--- src/rtl/cal_position_seq.sv ---
// cal_position_seq: sequential acoustic-source locator for a 4-mic square array.
// Converts TDOA delays (mics 2/3/4 relative to mic 1) into source position
// (x, y, z) in mm. A single shared restoring divider and a bitwise integer
// square root are sequenced by a state machine with a fixed latency.
//
// Ports:
//   fast_clk                      clock, rising edge
//   rst                           synchronous active-high reset
//   ena                           start request, accepted only in IDLE
//   delay12/delay13/delay14       signed delays in sample ticks
//   busy                          high in every non-IDLE state
//   cal_end                       one-cycle pulse, results valid
//   x_position/y_position/z_position  signed mm, held until next cal_end
//   err                           0 ok, 1 degenerate, 2 bad R, 3 below plane
//
// Build option: define CAL_POS_Z_EN to include the z (ZSQ/SQRT) datapath.
// Without it z_position is 0, err 3 never occurs and latency is 3*POS_W+3.

module cal_position_seq #(
  parameter int unsigned DELAY_W = 8,
  parameter int unsigned POS_W   = 16,
  parameter int unsigned VEL     = 34,
  parameter int unsigned L       = 100
) (
  input  logic                      fast_clk,
  input  logic                      rst,
  input  logic                      ena,
  input  logic signed [DELAY_W-1:0] delay12,
  input  logic signed [DELAY_W-1:0] delay13,
  input  logic signed [DELAY_W-1:0] delay14,
  output logic                      busy,
  output logic                      cal_end,
  output logic signed [POS_W-1:0]   x_position,
  output logic signed [POS_W-1:0]   y_position,
  output logic signed [POS_W-1:0]   z_position,
  output logic [1:0]                err
);

  localparam int unsigned IW = 2*POS_W + 4;
  localparam int unsigned SW = 2*POS_W;
  localparam int unsigned CW = $clog2(POS_W + 1);
  localparam logic signed [IW-1:0] VEL_S   = IW'(VEL);
  localparam logic signed [IW-1:0] L2_S    = IW'(2*L);
  localparam logic signed [IW-1:0] LSQ_S   = IW'(L*L);
  localparam logic signed [IW-1:0] POS_MAX = (IW'(1) << (POS_W-1)) - IW'(1);
  localparam logic [CW-1:0]        LAST_CNT = CW'(POS_W-1);

  typedef enum logic [3:0] {
    S_IDLE, S_LOAD, S_DIV_R, S_CALC_XY, S_DIV_X, S_DIV_Y,
`ifdef CAL_POS_Z_EN
    S_ZSQ, S_SQRT,
`endif
    S_DONE
  } state_t;

  state_t state_q, state_d;
  logic [CW-1:0] cnt_q;
  logic          last, iter, iter_div;

  logic signed [DELAY_W-1:0] dly2_q, dly3_q, dly4_q;
  logic signed [IW-1:0] d2_q, d4_q, r_q, x_q, ynum_q;
  logic [1:0]           err_q;

  // shared divider: magnitudes, shifted divisor, quotient, sign, overflow
  logic [IW-1:0]    div_rem_q, div_den_q;
  logic [POS_W-1:0] div_q_q;
  logic             div_neg_q, div_ovf_q;

  logic signed [IW-1:0] d2_c, d3_c, d4_c, rnum_c, rden_c, xnum_c, ynum_c;
  logic signed [IW-1:0] ld_num, ld_den, q_ext, div_out, y_fin;
  logic [IW-1:0]        ld_num_abs, ld_den_abs, ld_den_sh;
  logic                 div_ld, ld_ovf, div_sub;
  logic [POS_W-1:0]     q_nx, z_fin;

`ifdef CAL_POS_Z_EN
  logic signed [IW-1:0] y_q, zsq_c;
  logic [IW-1:0]        sq_val_q;
  logic [POS_W-1:0]     sq_res_q, sq_bit_q, sq_trial, sq_res_nx;
  logic [SW-1:0]        sq_trial_sq;
`endif

  // next-state logic
  always_comb begin
    state_d = state_q;
    case (state_q)
      S_IDLE:    if (ena) state_d = S_LOAD;
      S_LOAD:    state_d = S_DIV_R;
      S_DIV_R:   if (last) state_d = S_CALC_XY;
      S_CALC_XY: state_d = S_DIV_X;
      S_DIV_X:   if (last) state_d = S_DIV_Y;
`ifdef CAL_POS_Z_EN
      S_DIV_Y:   if (last) state_d = S_ZSQ;
      S_ZSQ:     state_d = S_SQRT;
      S_SQRT:    if (last) state_d = S_DONE;
`else
      S_DIV_Y:   if (last) state_d = S_DONE;
`endif
      S_DONE:    state_d = S_IDLE;
      default:   state_d = S_IDLE;
    endcase
  end

  // datapath: equation terms, divider load mux and one divider/sqrt step
  always_comb begin
    last     = (cnt_q == LAST_CNT);
    iter_div = (state_q == S_DIV_R) || (state_q == S_DIV_X) || (state_q == S_DIV_Y);
`ifdef CAL_POS_Z_EN
    iter     = iter_div || (state_q == S_SQRT);
`else
    iter     = iter_div;
`endif

    d2_c   = VEL_S * IW'(dly2_q);
    d3_c   = VEL_S * IW'(dly3_q);
    d4_c   = VEL_S * IW'(dly4_q);
    rnum_c = d2_c*d2_c + d4_c*d4_c - d3_c*d3_c;
    rden_c = (d3_c - d2_c - d4_c) <<< 1;
    xnum_c = LSQ_S - ((r_q * d2_q) <<< 1) - d2_q*d2_q;
    ynum_c = LSQ_S - ((r_q * d4_q) <<< 1) - d4_q*d4_q;

    div_ld = 1'b0;
    ld_num = rnum_c;
    ld_den = rden_c;
    case (state_q)
      S_LOAD:    div_ld = 1'b1;
      S_CALC_XY: begin div_ld = 1'b1; ld_num = xnum_c; ld_den = L2_S; end
      S_DIV_X:   if (last) begin div_ld = 1'b1; ld_num = ynum_q; ld_den = L2_S; end
      default:   ;
    endcase
    ld_num_abs = ld_num[IW-1] ? -ld_num : ld_num;
    ld_den_abs = ld_den[IW-1] ? -ld_den : ld_den;
    ld_den_sh  = ld_den_abs << (POS_W-1);
    // quotient would not fit in POS_W-1 magnitude bits (also catches den = 0)
    ld_ovf     = (ld_num_abs >= ld_den_sh);

    div_sub = (div_rem_q >= div_den_q);
    q_nx    = {div_q_q[POS_W-2:0], div_sub};
    q_ext   = IW'(q_nx);
    if (div_ovf_q) div_out = div_neg_q ? -POS_MAX : POS_MAX;
    else           div_out = div_neg_q ? -q_ext : q_ext;

`ifdef CAL_POS_Z_EN
    zsq_c       = r_q*r_q - x_q*x_q - y_q*y_q;
    sq_trial    = sq_res_q | sq_bit_q;
    sq_trial_sq = SW'(sq_trial) * SW'(sq_trial);
    sq_res_nx   = (IW'(sq_trial_sq) <= sq_val_q) ? sq_trial : sq_res_q;
    y_fin       = y_q;
    z_fin       = sq_res_nx;
`else
    y_fin       = div_out;
    z_fin       = '0;
`endif
  end

  // state register, datapath registers and registered outputs
  always_ff @(posedge fast_clk) begin
    if (rst) begin
      state_q    <= S_IDLE;
      cnt_q      <= '0;
      dly2_q     <= '0;
      dly3_q     <= '0;
      dly4_q     <= '0;
      d2_q       <= '0;
      d4_q       <= '0;
      r_q        <= '0;
      x_q        <= '0;
      ynum_q     <= '0;
      err_q      <= '0;
      div_rem_q  <= '0;
      div_den_q  <= '0;
      div_q_q    <= '0;
      div_neg_q  <= 1'b0;
      div_ovf_q  <= 1'b0;
`ifdef CAL_POS_Z_EN
      y_q        <= '0;
      sq_val_q   <= '0;
      sq_res_q   <= '0;
      sq_bit_q   <= '0;
`endif
      busy       <= 1'b0;
      cal_end    <= 1'b0;
      x_position <= '0;
      y_position <= '0;
      z_position <= '0;
      err        <= '0;
    end else begin
      state_q <= state_d;
      cnt_q   <= (iter && !last) ? cnt_q + CW'(1) : '0;
      busy    <= (state_d != S_IDLE);
      cal_end <= (state_d == S_DONE);

      if (state_q == S_IDLE && ena) begin
        dly2_q <= delay12;
        dly3_q <= delay13;
        dly4_q <= delay14;
      end

      if (state_q == S_LOAD) begin
        d2_q  <= d2_c;
        d4_q  <= d4_c;
        r_q   <= '0;
        err_q <= (rden_c == '0) ? 2'd1 : 2'd0;
      end

      if (div_ld) begin
        div_rem_q <= ld_num_abs;
        div_den_q <= ld_den_sh;
        div_q_q   <= '0;
        div_neg_q <= ld_num[IW-1] ^ ld_den[IW-1];
        div_ovf_q <= ld_ovf;
      end else if (iter_div) begin
        if (div_sub) div_rem_q <= div_rem_q - div_den_q;
        div_den_q <= div_den_q >> 1;
        div_q_q   <= q_nx;
      end

      // R stays 0 on error so the x/y terms remain in range
      if (state_q == S_DIV_R && last && err_q == 2'd0) begin
        if (div_ovf_q || div_out[IW-1] || div_out == '0) err_q <= 2'd2;
        else                                            r_q   <= div_out;
      end
      if (state_q == S_CALC_XY) ynum_q <= ynum_c;
      if (state_q == S_DIV_X && last) x_q <= div_out;

`ifdef CAL_POS_Z_EN
      if (state_q == S_DIV_Y && last) y_q <= div_out;
      if (state_q == S_ZSQ) begin
        if (zsq_c[IW-1] && err_q == 2'd0) err_q <= 2'd3;
        sq_val_q <= zsq_c[IW-1] ? '0 : zsq_c;
        sq_res_q <= '0;
        sq_bit_q <= POS_W'(1) << (POS_W-1);
      end
      if (state_q == S_SQRT) begin
        sq_res_q <= sq_res_nx;
        sq_bit_q <= sq_bit_q >> 1;
      end
`endif

      if (state_d == S_DONE) begin
        err <= err_q;
        if (err_q == 2'd1 || err_q == 2'd2) begin
          x_position <= '0;
          y_position <= '0;
          z_position <= '0;
        end else begin
          x_position <= POS_W'(x_q);
          y_position <= POS_W'(y_fin);
          z_position <= (err_q == 2'd0) ? z_fin : '0;
        end
      end
    end
  end

endmodule

--- config.mk ---
export PLATFORM = sky130hd
export DESIGN_NAME = cal_position_seq
export DESIGN_NICKNAME = d
export VERILOG_FILES = /design/src/rtl/cal_position_seq.sv
export SDC_FILE = /design/constraint.sdc
export NUM_CORES = 2
export LEC_CHECK = 0
export ABC_AREA = 1
export ABC_CLOCK_PERIOD_IN_PS = 13600
export CAP_MARGIN = 0
export CORE_MARGIN = 2
export CORE_UTILIZATION = 40
export DETAILED_ROUTE_END_ITERATION = 7
export PLACE_DENSITY = 0.52
export SLEW_MARGIN = 15
export SYNTH_ARGS = -nofsm -noshare
export SYNTH_HDL_FRONTEND = slang
export SYNTH_SLANG_ARGS = --single-unit
--- constraint.sdc ---
create_clock -name fast_clk -period 13.6 [get_ports fast_clk]
set_input_delay 4.08 -clock fast_clk [delete_from_list [all_inputs] [get_ports fast_clk]]
set_output_delay 4.08 -clock fast_clk [all_outputs]
set_load 0.005 [all_outputs]
Word-level counts from Yosys, hierarchy flattened
Cells that the tools add are included.
{"block": "totals", "ff_bits": 276, "out_inout_bits": 52, "in_bits": 27}
{"block": "classes", "muxes": 30, "multipliers": 10, "n_reduce_logical": 22, "add_sub_neg": 13, "eq_ne": 9, "magnitude_cmp": 2, "n_bitwise": 2}
{"op": "2-to-1 mux 36 bit", "n": 14}
{"op": "one-hot mux 36 bit (2 select lines)", "n": 2}
{"op": "multiplier 14 x 14 -> 28 bit", "n": 5}
{"op": "subtractor 36 bit", "n": 3}
{"op": ">= comparator 36 bit", "n": 2}
{"op": "logical NOT 36 bit", "n": 2}
{"op": "multiplier 36 x 14 -> 34 bit", "n": 2}
{"op": "subtractor 15 x 36 -> 36 bit, first input constant", "n": 2}
{"op": "multiplier 6 x 8 -> 14 bit, first input constant", "n": 3}
{"op": "negator 16 -> 36 bit", "n": 1}
{"op": "negator 36 bit", "n": 1}
{"op": "2-to-1 mux 16 bit", "n": 2}
{"op": "subtractor 31 x 30 -> 32 bit", "n": 1}
{"op": "adder 30 x 30 -> 31 bit", "n": 1}
{"op": "one-hot mux 4 bit (6 select lines)", "n": 1}
{"op": "2-to-1 mux 21 bit", "n": 1}
{"op": "negator 21 bit", "n": 1}
{"op": "subtractor 16 x 15 -> 17 bit", "n": 1}
{"op": "2-to-1 mux 4 bit", "n": 4}
{"op": "subtractor 15 x 15 -> 16 bit", "n": 1}
{"op": "equality test 4 x 3 -> 1 bit, second input constant", "n": 3}
{"op": "equality test 4 x 2 -> 1 bit, second input constant", "n": 2}
{"op": "2-to-1 mux 2 bit", "n": 3}
{"op": "OR reduction 2 bit", "n": 3}
{"op": "other kinds (17)", "n": 27}

Longest topological paths before layout
{"block": "depth", "depth_word": 9, "ltp_mapped": 69}

Worst setup path after synthesis
Ideal clock, no wire load.
{"block": "synth_path", "path_kind": "register to register", "startpoint": "reg dly4_q[6]", "endpoint": "reg div_ovf_q", "required_ns": 13.463, "synth_period_minus_slack_ns": 11.043, "setup_time_ns": 0.137, "t_arrival_ns": 10.906, "stages_incl_launch_ff": 59, "path_slack_ns": 2.557, "cell_sequence": "dfxtp_1 -> ha_1 -> ha_1 -> ha_1 -> inv_1 -> fa_1 -> xnor2_1 -> inv_1 -> clkbuf_1 -> nor2_1 -> inv_1 -> fa_1 -> fa_1 -> fa_1 -> inv_1 -> fa_1 -> fa_1 -> fa_1 -> [... 23 more ...] -> nand2_1 -> nand3_2 -> a21oi_1 -> nand2_1 -> nand2_2 -> buf_2 -> nand4_1 -> nand2_1 -> inv_1 -> ha_1 -> nand2_1 -> inv_1 -> o21ai_0 -> nand3b_1 -> nand4_1 -> o2111ai_1 -> a21oi_1 -> a211oi_1"}
{"block": "synth_via", "elab_chain_len": 9, "elab_cells_between_ends": 14}
{"element": "from (decl)", "line_no": "60", "text": "logic signed [DELAY_W-1:0] dly2_q, dly3_q, dly4_q;"}
{"element": "from (signal assigned)", "line_no": "195", "text": "dly4_q <= delay14;"}
{"element": "multiplier 6 x 8 -> 14 bit (*)", "line_no": "115", "text": "d4_c = VEL_S * IW'(dly4_q);"}
{"element": "named net d4_c[9]", "line_no": "69", "text": "logic signed [IW-1:0] d2_c, d3_c, d4_c, rnum_c, rden_c, xnum_c, ynum_c;"}
{"element": "multiplier 14 x 14 -> 28 bit", "line_no": "116", "text": "rnum_c = d2_c*d2_c + d4_c*d4_c - d3_c*d3_c;"}
{"element": "adder 30 x 30 -> 31 bit", "line_no": "116"}
{"element": "subtractor 31 x 30 -> 32 bit", "line_no": "116"}
{"element": "2-to-1 mux 36 bit", "line_no": "127", "text": "S_DIV_X: if (last) begin div_ld = 1'b1; ld_num = ynum_q; ld_den = L2_S; end"}
{"element": "one-hot mux 36 bit (2 select lines)", "line_no": "124", "text": "case (state_q)"}
{"element": "negator 36 bit", "line_no": "130", "text": "ld_num_abs = ld_num[IW-1] ? -ld_num : ld_num;"}
{"element": "2-to-1 mux 36 bit", "line_no": "130"}
{"element": ">= comparator 36 bit (*)", "line_no": "134", "text": "ld_ovf = (ld_num_abs >= ld_den_sh);"}
{"element": "to (signal assigned)", "line_no": "210", "text": "div_ovf_q <= ld_ovf;"}
{"element": "to (decl)", "line_no": "67", "text": "logic div_neg_q, div_ovf_q;"}
The timed path passes the listed nets; every way through them passes the cells marked *.
A chain may end at the register's enable or synchronous reset.

Worst setup path after layout
{"block": "layout_path", "startpoint": "reg dly4_q[7]", "endpoint": "reg div_ovf_q"}
Same word-level chain as after synthesis.

==> key figures <==
Setup path
  – Worst Path Arrival: 13.20 ns
  – Critical Path Start Type: register
  – Slowest stage cell, crit path: fa_1
  – Worst Reg-to-Reg Cells: 58
  – CP most frequent cell: nand2_1
  – Data required time of the worst path: 14.16 ns
  – Worst R2R Setup Slack: 0.96 ns
  – Worst Path Class, Setup: register to register
  – Critical R2R Capture: div_ovf_q
  – CP max FO: 13
  – Endpoint class of the critical path: register
  – R2r startpoint: dly4_q[7]
  – Largest stage delay, worst path: 0.55 ns

Timing
  – Final setup vio count: 0
  – Fin Setup TNS: 0 ns
  – Minimum clock period: 12.64 ns
  – Relative slew slack: 0.131
  – WHS: 0.454 ns
  – Unrepaired setup endpoints after global routing: no
  – Slew @ Worst Pin: 1.30 ns
  – Fin crit share: 0.930
  – Final Hold Viols: 0
  – Fmax: 0.0791 GHz
  – Skew final: 0.0373 ns
  – Fin. max-slew vios: 0

Cells and area
  – Layout cells sized above 1: 0.0318
  – Fill count: 20900
  – Layout area overhead: 6.04%
  – FF+latch area: 0.00547 sq mm
  – Most frequent cells in the layout: inv_1 (2735), nand2_1 (2338), fa_1 (1523)
  – Final nets: 12900
  – Multi-input gate area: 0.0642 sq mm
  – Commonest non-fill, non-tap cell in the layout: inv_1

Clock network
  – Clk pin slew, worst setup/hold paths: 0.06 ns
  – CTS sink cnt: 272
  – CTS H-tree lvls: 2
  – Post-CTS Hold Buffers: 0
  – CTS max path bufs: 3
  – CTS tree: yes
  – CTS Buf Count: 41
  – Worst skew pair latency: 0.66 ns
  – Clock root buffer: clkbuf_16

Global routing
  – Initial antenna violation count: 9
  – Global route overflow: 0
  – Pin count of the biggest net entering global routing: 57
  – Vias in the first global route: 70100
  – Total track usage: 0.263
  – First-pass GRT wire length: 421000 um

Floorplanning
  – Die area: 0.207 sq mm
  – Core area: 0.202 sq mm
  – Initial Util: 0.403
  – Die X: 455 um
  – IO Pins: 79
  – Core Rows: 165
  – DIE HEIGHT: 455 um

Yosys
  – Yosys warnings: 0
  – Post-synthesis sequential area ratio: 0.0668
  – Top-area cell type share of the netlist area: 0.374
  – EDFF count, synth: 0
  – Top_reg_cell synth: dfxtp_1
  – #FFs+latches synth: 272
  – Cell count after synthesis: 10700
  – Fraction of registers with async set/reset: 0
  – Cell Area, Synth: 0.0815 sq mm
  – Yosys cell types: 70
  – Synth top area cells: fa_1 (37%), inv_1 (13%), ha_1 (12%), nand2_1 (11%), dfxtp_1 (6.7%)
  – Syn Area/Cell: 7.60 sq um
  – Largest area contributor in the netlist: fa_1

Job
  – MaxCap Viol Count: 0

Worst hold path
  – Hold path start: x_q[14]
  – Endpoint, Worst Hold: x_position[14]
  – Hold path cells: 2
  – Min-delay worst type: register to register

Route
  – Final ANT Viol Nets: 0
  – M1 wire length: 123000 um
  – Met3 routed wirelength: 14400 um
  – First-pass DRT Iterations: 6
  – Residual DRC: 0
  – Via Count: 67100
  – Detail-routed via count per cell: 5.04
  – First DRT Iteration DRCs: 4392
  – Routed length per instance: 20.4 um
  – Highest Signal Layer: met5
  – DR WL met2: 127000 um
  – Detailed Route WL: 271000 um

Status
  – Outcome: finished clean

Placed design
  – Gpl congestion: 0.950
  – Dpl hpwl: 225000 um
  – IO buf count: 62

Power and ir drop
  – Power Dens Cells: 235 mW/mm^2
  – LEAKAGE: 46.5 nW
  – Peak VDD IR: 0.608 mV
[cells by family after synthesis]
kind of cell | share of synthesized area
and+or+nand+nor | 0.175
AOI/OAI and AO/OA | 0.0761
adders and majority gates | 0.495
muxes | 0.000123
other | 0.0000921
buffers and inverters | 0.147
xor gates and xnor gates | 0.0401
DFF | 0.0668
[flip-flops by register name, summed over array words and instances (netlist names), 14 cells and up]
register and cells:
d2_q 14, div_rem_q 36, x_q 16, r_q 34
d4_q 14, x_position 16, div_q_q 15, div_den_q 36
y_position 16, ynum_q 34
[per-layer routing]
| layer | up-vias | track usage |
|---|---|---|
| li1 | 31600 | - |
| met1 | 33500 | 0.366 |
| met2 | 1665 | 0.441 |
| met3 | 329 | 0.0278 |
| met4 | 4 | 0.0610 |
| met5 | - | 0 |
[cell type report]
class / instances / share of cell area
Inverter: 2771 / 0.120
Multi-Input combinational cell: 7325 / 0.743
Clock buffer: 51 / 0.0128
Timing Repair Buffer: 188 / 0.0182
Antenna cell: 1 / 0.0000290
Tap cell: 2672 / 0.0387
Sequential cell: 272 / 0.0633
Clock inverter: 23 / 0.00378
[how the worst max path moves through the flow]
stage | from | end | depth (start not counted)
finish | dly4_q[7] | div_ovf_q | 58
global route | dly4_q[7] | div_ovf_q | 58
CTS | dly4_q[2] | div_ovf_q | 59
detailed placement | dly4_q[2] | div_ovf_q | 59
global placement | dly4_q[2] | div_ovf_q | 60
floorplan | dly4_q[6] | div_ovf_q | 58
[critical path, delay by kind of cell, from the launching register on]
kind	cells	cell delay [ns]
AOI/OAI and AO/OA	14	2.45
xor gates and xnor gates	1	0.16
adders and majority gates	13	5.46
buffers and inverters	7	0.67
DFF	1	0.53
and+or+nand+nor	23	3.28
[cell usage after synthesis, types with 33 or more instances]
library cell  number
a21o_1            39
a21oi_1          540
buf_1             65
clkbuf_1         258
dfxtp_1          272
fa_1            1523
ha_1             789
inv_1           2736
nand2_1         2339
nand3_1          274
nand4_1           73
nor2_1           615
nor3_1            53
o21ai_0          298
o21ai_1           53
o21bai_1          33
xnor2_1          154
xor2_1           217
[through the flow]
stage           util  setup WS [ns]  cells  power, mW  instance area [sq um]
6_report       0.427          0.959  13300       20.3                  86400
4_1_cts        0.427          0.886  13300       20.2                  86400
3_5_place_dp   0.420          0.878  13200       18.9                  85000
2_1_floorplan      -           2.56  10700       13.5                  81600
5_1_grt        0.427         0.0214  13300       22.5                  86400
3_3_place_gp   0.420          0.972  13200       19.0                  85000
[power breakdown]
part	total [mW]	switching, mW	internal [mW]
Combinational	18.3	12.7	5.61
Sequential	0.853	0.0295	0.823
Clock	1.17	0.508	0.666
Total	20.3	13.2	7.09
[what timing repair did]
item                       4_1_cts  5_1_grt
resized for setup                0        2
setup endpoints to repair        0        1
setup buffers                    0        0
(Power assumes the default switching activity.)
